==> config.mk <==
export PLATFORM = sky130hd
export DESIGN_NAME = pred_accuracy_scoreboard
export DESIGN_NICKNAME = d
export VERILOG_FILES = /design/src/rtl/pred_pkg.sv /design/src/rtl/pred_hit_window.sv /design/src/rtl/pred_accuracy_scoreboard.sv
export SDC_FILE = /design/constraint.sdc
export NUM_CORES = 1
export LEC_CHECK = 0
export CAP_MARGIN = 10
export CORE_MARGIN = 2
export CORE_UTILIZATION = 40
export DETAILED_ROUTE_END_ITERATION = 6
export PLACE_DENSITY = 0.65
export SYNTH_ARGS = -nofsm -noshare
export SYNTH_HDL_FRONTEND = slang
export SYNTH_SLANG_ARGS = --single-unit
==> constraint.sdc <==
create_clock -name clk -period 3.58 [get_ports clk]
set_input_delay 0.716 -clock clk [delete_from_list [all_inputs] [get_ports clk]]
set_output_delay 0.716 -clock clk [all_outputs]
set_load 0.005 [all_outputs]
==> src/rtl/pred_pkg.sv <==
// Shared types and constants for the prediction-accuracy scoreboard.
//   sb_state_t : scoreboard FSM state (value 3 is illegal and recovers to SB_WARMUP)
//   STREAK_W   : width of the miss-streak outputs
package pred_pkg;

  typedef enum logic [1:0] {
    SB_WARMUP = 2'd0,
    SB_TRACK  = 2'd1,
    SB_ALARM  = 2'd2
  } sb_state_t;

  localparam int unsigned STREAK_W = 8;

endpackage

==> src/rtl/pred_hit_window.sv <==
// Sliding-window hit tracker: a WINDOW-bit history shift register, a fill counter
// saturating at WINDOW, and a running count of hits held in the history.
// Ports:
//   clk, reset (async, active-high), clear (sync)
//   shift_en         : accept hit_in this cycle
//   hit_in           : 1 = prediction matched
//   fill_full        : registered, history holds WINDOW samples
//   window_hits      : registered hit count over the filled part of the history
//   fill_full_next   : value fill_full takes after this cycle (for same-cycle decisions)
//   window_hits_next : value window_hits takes after this cycle
module pred_hit_window #(
  parameter int unsigned WINDOW = 16,
  localparam int unsigned WH_W = $clog2(WINDOW) + 1
) (
  input  logic            clk,
  input  logic            reset,
  input  logic            clear,
  input  logic            shift_en,
  input  logic            hit_in,
  output logic            fill_full,
  output logic [WH_W-1:0] window_hits,
  output logic            fill_full_next,
  output logic [WH_W-1:0] window_hits_next
);

  localparam logic [WH_W-1:0] FullCnt = WH_W'(WINDOW);

  logic [WINDOW-1:0] r_hist;
  logic [WINDOW-1:0] w_hist_next;
  logic [WH_W-1:0]   r_fill;
  logic [WH_W-1:0]   w_fill_next;
  logic [WH_W-1:0]   r_hits;
  logic [WH_W-1:0]   w_hits_next;
  logic              w_oldest;

  // History resets to zero, so the bit falling out is 0 until the window has filled.
  assign w_oldest = r_hist[WINDOW-1];

  always_comb begin
    w_hist_next = r_hist;
    w_fill_next = r_fill;
    w_hits_next = r_hits;
    if (shift_en) begin
      w_hist_next = {r_hist[WINDOW-2:0], hit_in};
      w_hits_next = r_hits + WH_W'(hit_in) - WH_W'(w_oldest);
      if (r_fill != FullCnt) begin
        w_fill_next = r_fill + WH_W'(1);
      end
    end
  end

  always_ff @(posedge clk or posedge reset) begin
    if (reset) begin
      r_hist <= '0;
      r_fill <= '0;
      r_hits <= '0;
    end else if (clear) begin
      r_hist <= '0;
      r_fill <= '0;
      r_hits <= '0;
    end else begin
      r_hist <= w_hist_next;
      r_fill <= w_fill_next;
      r_hits <= w_hits_next;
    end
  end

  assign fill_full        = (r_fill == FullCnt);
  assign window_hits      = r_hits;
  assign fill_full_next   = (w_fill_next == FullCnt);
  assign window_hits_next = w_hits_next;

endmodule

==> src/rtl/pred_accuracy_scoreboard.sv <==
// Prediction-accuracy scoreboard. Consumes one predicted/actual bit pair per valid
// sample, keeps saturating lifetime totals, a sliding-window hit count, a miss streak,
// and a WARMUP/TRACK/ALARM FSM with hysteresis on window misses.
// Optional feature macro: PRED_SCOREBOARD_MAXSTREAK_EN (builds the max_streak tracker;
// otherwise max_streak is tied to zero).
// Ports:
//   clk, reset (async, active-high), clear (sync, wins over sample_valid)
//   sample_valid, predicted_bit, actual_bit : sample input
//   total_cnt, hit_cnt : saturating lifetime counts
//   window_hits        : hits among the last min(fill, WINDOW) samples
//   state, alarm       : FSM state and registered alarm flag
//   miss_streak        : current consecutive-miss run (saturating)
//   max_streak         : longest miss run since reset/clear
// All outputs are registered; a sample shows on the outputs one cycle later.
module pred_accuracy_scoreboard
  import pred_pkg::*;
#(
  parameter int unsigned WINDOW    = 16,
  parameter int unsigned CNT_W     = 16,
  parameter int unsigned ALARM_SET = 4,
  parameter int unsigned ALARM_CLR = 1,
  localparam int unsigned WH_W = $clog2(WINDOW) + 1
) (
  input  logic                clk,
  input  logic                reset,
  input  logic                clear,
  input  logic                sample_valid,
  input  logic                predicted_bit,
  input  logic                actual_bit,
  output logic [CNT_W-1:0]    total_cnt,
  output logic [CNT_W-1:0]    hit_cnt,
  output logic [WH_W-1:0]     window_hits,
  output sb_state_t           state,
  output logic                alarm,
  output logic [STREAK_W-1:0] miss_streak,
  output logic [STREAK_W-1:0] max_streak
);

  localparam logic [WH_W-1:0] SetTh  = WH_W'(ALARM_SET);
  localparam logic [WH_W-1:0] ClrTh  = WH_W'(ALARM_CLR);
  localparam logic [WH_W-1:0] WinCnt = WH_W'(WINDOW);

  logic                w_sample;
  logic                w_hit;
  logic                w_fill_full;
  logic                w_fill_full_next;
  logic [WH_W-1:0]     w_hits_next;
  logic [WH_W-1:0]     w_misses_next;
  logic [STREAK_W-1:0] w_streak_next;

  logic [CNT_W-1:0]    r_total;
  logic [CNT_W-1:0]    r_hit_total;
  logic [STREAK_W-1:0] r_streak;
  sb_state_t           r_state;
  logic                r_alarm;

  // A clear in the same cycle drops the sample.
  assign w_sample = sample_valid & ~clear;
  assign w_hit    = ~(predicted_bit ^ actual_bit);

  pred_hit_window #(
    .WINDOW (WINDOW)
  ) u_hit_window (
    .clk              (clk),
    .reset            (reset),
    .clear            (clear),
    .shift_en         (w_sample),
    .hit_in           (w_hit),
    .fill_full        (w_fill_full),
    .window_hits      (window_hits),
    .fill_full_next   (w_fill_full_next),
    .window_hits_next (w_hits_next)
  );

  // Only consulted outside WARMUP, where fill is pinned at WINDOW.
  assign w_misses_next = WinCnt - w_hits_next;

  always_comb begin
    w_streak_next = r_streak;
    if (w_sample) begin
      if (w_hit) begin
        w_streak_next = '0;
      end else if (r_streak != '1) begin
        w_streak_next = r_streak + STREAK_W'(1);
      end
    end
  end

  always_ff @(posedge clk or posedge reset) begin
    if (reset) begin
      r_total     <= '0;
      r_hit_total <= '0;
      r_streak    <= '0;
    end else if (clear) begin
      r_total     <= '0;
      r_hit_total <= '0;
      r_streak    <= '0;
    end else begin
      r_streak <= w_streak_next;
      if (w_sample && (r_total != '1)) begin
        r_total <= r_total + CNT_W'(1);
      end
      if (w_sample && w_hit && (r_hit_total != '1)) begin
        r_hit_total <= r_hit_total + CNT_W'(1);
      end
    end
  end

  // FSM evaluated on the post-update window counts of the accepted sample.
  always_ff @(posedge clk or posedge reset) begin
    if (reset) begin
      r_state <= SB_WARMUP;
      r_alarm <= 1'b0;
    end else if (clear) begin
      r_state <= SB_WARMUP;
      r_alarm <= 1'b0;
    end else begin
      case (r_state)
        SB_WARMUP: begin
          if (w_sample && !w_fill_full && w_fill_full_next) begin
            r_state <= SB_TRACK;
          end
        end
        SB_TRACK: begin
          if (w_sample && (w_misses_next >= SetTh)) begin
            r_state <= SB_ALARM;
            r_alarm <= 1'b1;
          end
        end
        SB_ALARM: begin
          if (w_sample && (w_misses_next <= ClrTh)) begin
            r_state <= SB_TRACK;
            r_alarm <= 1'b0;
          end
        end
        default: begin
          r_state <= SB_WARMUP;
          r_alarm <= 1'b0;
        end
      endcase
    end
  end

`ifdef PRED_SCOREBOARD_MAXSTREAK_EN
  logic [STREAK_W-1:0] r_max_streak;

  always_ff @(posedge clk or posedge reset) begin
    if (reset) begin
      r_max_streak <= '0;
    end else if (clear) begin
      r_max_streak <= '0;
    end else if (w_sample && (w_streak_next > r_max_streak)) begin
      r_max_streak <= w_streak_next;
    end
  end

  assign max_streak = r_max_streak;
`else
  assign max_streak = '0;
`endif

  assign total_cnt   = r_total;
  assign hit_cnt     = r_hit_total;
  assign state       = r_state;
  assign alarm       = r_alarm;
  assign miss_streak = r_streak;

endmodule

==> results by group <==
Floorplanning
  – I/O pin count: 62
  – Core ar.: 9196 µm²
  – Die H: 101.1 µm
  – Row count: 35
  – Initial Utilization: 41.03%
  – Die area: 10230 µm²
  – Die W: 101.1 µm

Min path
  – Hold WC Path Type: flop to flop
  – Worst hold stages: 1

Critical path
  – Crit Path Max Fanout: 3
  – CP endpoint kind: flop
  – Critical Path End: alarm
  – Worst setup startpoint: predicted_bit
  – Critical path required time: 3.81 ns
  – FF-to-FF setup slack: 0.48 ns
  – FF-to-FF End: alarm
  – R2R depth: 12
  – CP Class: input pin to flop
  – Crit path DAT: 3.69 ns
  – Worst R2R Start: u_hit_window.r_hist[15]
  – Critical Path Start Type: input pin

Power
  – Seq pwr share: 44.9%
  – Sw Ratio: 23.07%
  – Cell Pwr Density: 375.8 nW/µm²
  – Clock power share: 44.8%
  – Leak: 2.127 nW
  – Gate power share: 10.3%
  – P_int: 1.376 mW
  – Net Sw Power: 0.4127 mW
  – VDD IR-drop max: 0.0001896 V

Timing
  – Fmax achieved: 289.1 MHz
  – Post-route clock period utilization: 96.61%
  – Fin crit period: 3.459 ns
  – Max-slew headroom: 40.68%
  – RSZ-0062 raised after global routing: no
  – Final Setup Violations: 0
  – Least-Margin Pin Slew: 0.8822 ns
  – Setup WS post-layout: 0.1215 ns
  – Fin Clk Skew: 0.01028 ns
  – Final Max Slew Viols: 0
  – Final hold viol count: 0

GRT
  – Congestion Overflow GR: 0
  – First-pass GRT wire length: 13260 µm
  – Met1 usage: 22.30%
  – Vias in the first global route: 2845
  – Global Route Usage Sum: 16.31%
  – Most used routing layer: met2
  – Met3 Resource Use GR: 3.244%
  – Met2 Use GR: 25.57%
  – Antenna violations before repair: 0
  – Largest net degree at the start of global routing: 43

Placement
  – Placed cell areas: 4507 µm²
  – Worst slack, placed: -0.6341 ns
  – PortBufs: 53
  – GPL Wtd Cong: 0.8499
  – Post-DP HPWL: 5489 µm

Synth
  – Synth warn: 0
  – Largest family of logic cells by synthesized area: simple AND/OR/NAND/NOR gates
  – Mux share of post-synthesis cell area: 6.432%
  – Post-synthesis cell type count: 44
  – Number of flops mapped to enable cells by yosys: 0
  – Synth Instances: 406
  – Xor/xnor share of the synthesized area: 6.963%
  – Main synth FF type: dfrtp_1
  – Seq/Total Area, Yosys: 45.76%
  – Syn avg cell area: 9.295 µm²
  – Share of synthesized flip-flops with an asynchronous set or reset: 100.0%
  – Cell Area, Synth: 3774 µm²
  – Simple-gate share of the synthesized area: 21.19%
  – FF+latch count, synth: 69
  – Adder-cell share of the synthesized area: 4.509%
  – Synth Area in Compound Gates: 9.881%

CTS
  – TritonCTS clock tree: done
  – Clock Tree Buf Depth: 2
  – Inserted Clock Buffers: 9
  – Clk slew on worst S/H paths: 0.08 ns
  – Hold Buf Count CTS: 0
  – Clk_lat worst skew: 0.34 ns
  – H-Tree Depth: 3
  – # clock sinks: 69
  – Root buffer cell: clkbuf_8

Drt
  – Routed WL: 7779 µm
  – Via density: 5.182
  – Routed len/inst: 13.23 µm
  – Vias: 3047
  – DR pass1 iterations: 4
  – Final ANT Viol Nets: 0
  – Initial DRC count: 111
  – Drc violations: 0

Finish
  – Fill cells: 882
  – Final Instance Area: 4761 µm²
  – FF/Latch Area: 1727 µm²
  – Area delta synth->final: 26.16%
  – Commonest non-fill, non-tap cell in the layout: dfrtp_1
  – Diode count: 0
  – Share of cells above drive strength 1: 9.015%
  – Footprint of the multi-input gates: 1903 µm²
  – Most frequent cells in the layout: dfrtp_1 (69), nor2_1 (67), clkdlybuf4s50_1 (50)
  – Layout Nets: 491

Run status
  – Outcome: finished clean

Job
  – Max_cap viols: 0
## sequential cells by signal, indices dropped and copies added, names as in the netlist
register / flops
hit_cnt: 16
total_cnt: 16
u_hit_window.r_hist: 16
miss_streak: 8
u_hit_window.r_fill: 5
u_hit_window.window_hits: 5
state: 2
alarm: 1
## worst max-delay path, cell delays in order
cell and delay, ns:
clkbuf_2 0.12, xnor2_4 0.17, inv_1 0.07, ha_1 0.27
inv_1 0.04, ha_1 0.18, inv_1 0.07, fa_2 0.19
and2b_1 0.20, or4b_1 0.46, and3_1 0.20, o21a_1 0.20
or4_1 0.40, a21o_1 0.23, o21a_1 0.18
## cell usage after synthesis, types with 3 or more instances
cell / n / area (µm²)
o21a_1: 3 / 22.52
mux2i_1: 22 / 220.2
and3_1: 9 / 56.30
or4_1: 3 / 22.52
a21o_1: 3 / 22.52
and4_1: 3 / 26.28
a21oi_1: 17 / 85.08
nor3_1: 5 / 25.02
a211oi_1: 4 / 30.03
nand3_1: 15 / 75.07
and2_1: 3 / 18.77
clkbuf_1: 12 / 45.04
inv_1: 21 / 78.83
buf_4: 9 / 67.56
nor2_1: 67 / 251.5
nand4_1: 15 / 93.84
nand3b_1: 3 / 22.52
dfrtp_1: 69 / 1727
xnor2_1: 13 / 113.9
o21ai_0: 22 / 110.1
xor2_1: 17 / 148.9
or3_1: 7 / 43.79
nand2_1: 22 / 82.58
o31ai_1: 5 / 37.54
ha_1: 12 / 150.1
## layer usage
layer	up-vias	routed length [µm]
met1	1468	3713
li1	1516	-
met4	0	86
met3	7	217
met5	-	0
met2	56	3762
## cell type report
cell class,instances,share of cell area [%]
clock inverters,5,2.234
inverters,21,1.656
repair buffers,70,13.77
multi-input cells,301,39.97
flip-flops and latches,69,36.27
clock buffers,11,3.180
well taps,111,2.917
## per-stage QoR
step	std cells	hold slack [ns]	power (mW)	utilization, %	setup TNS (ns)
floorplan	413	0.4861	0.9377	-	0
global placement	572	0.5033	1.003	49.01	-1.578
finish	588	0.5229	1.789	51.77	0
global route	588	0.5457	1.881	51.77	0
detailed placement	572	0.5134	1.006	49.01	-1.771
CTS	588	0.5266	1.819	51.82	0
## worst min path at each step
stage                      startpoint                       to  slack, ns
2_1_floorplan  u_hit_window.r_hist[0]   u_hit_window.r_hist[0]       0.49
3_3_place_gp   u_hit_window.r_hist[9]  u_hit_window.r_hist[10]       0.50
3_5_place_dp            total_cnt[15]            total_cnt[15]       0.51
4_1_cts                 total_cnt[15]            total_cnt[15]       0.53
5_1_grt                 total_cnt[15]            total_cnt[15]       0.55
6_report                total_cnt[15]            total_cnt[15]       0.52
## cells by family after synthesis
kind of cell             after synthesis
other                                  1
adder cells (fa/ha/maj)               13
buffers and inverters                 43
flip-flops                            69
XOR/XNOR                              30
multiplexers                          24
AND/OR/NAND/NOR                      163
AO/OA/AOI/OAI                         63
## power by group through the flow
stage	Combinational, mW	Clock (mW)	Sequential (mW)
floorplan	0.121	0	0.817
global placement	0.184	0	0.819
CTS	0.187	0.828	0.804
detailed placement	0.187	0	0.820
finish	0.184	0.801	0.804
global route	0.207	0.867	0.806
## repair_timing
action | CTS | global route
endpoints found under the setup margin | 3 | 3
buffers inserted | 0 | 0
resized for setup | 4 | 4
pin swaps | 2 | 1
No activity file was read; power rests on OpenSTA's default activity.
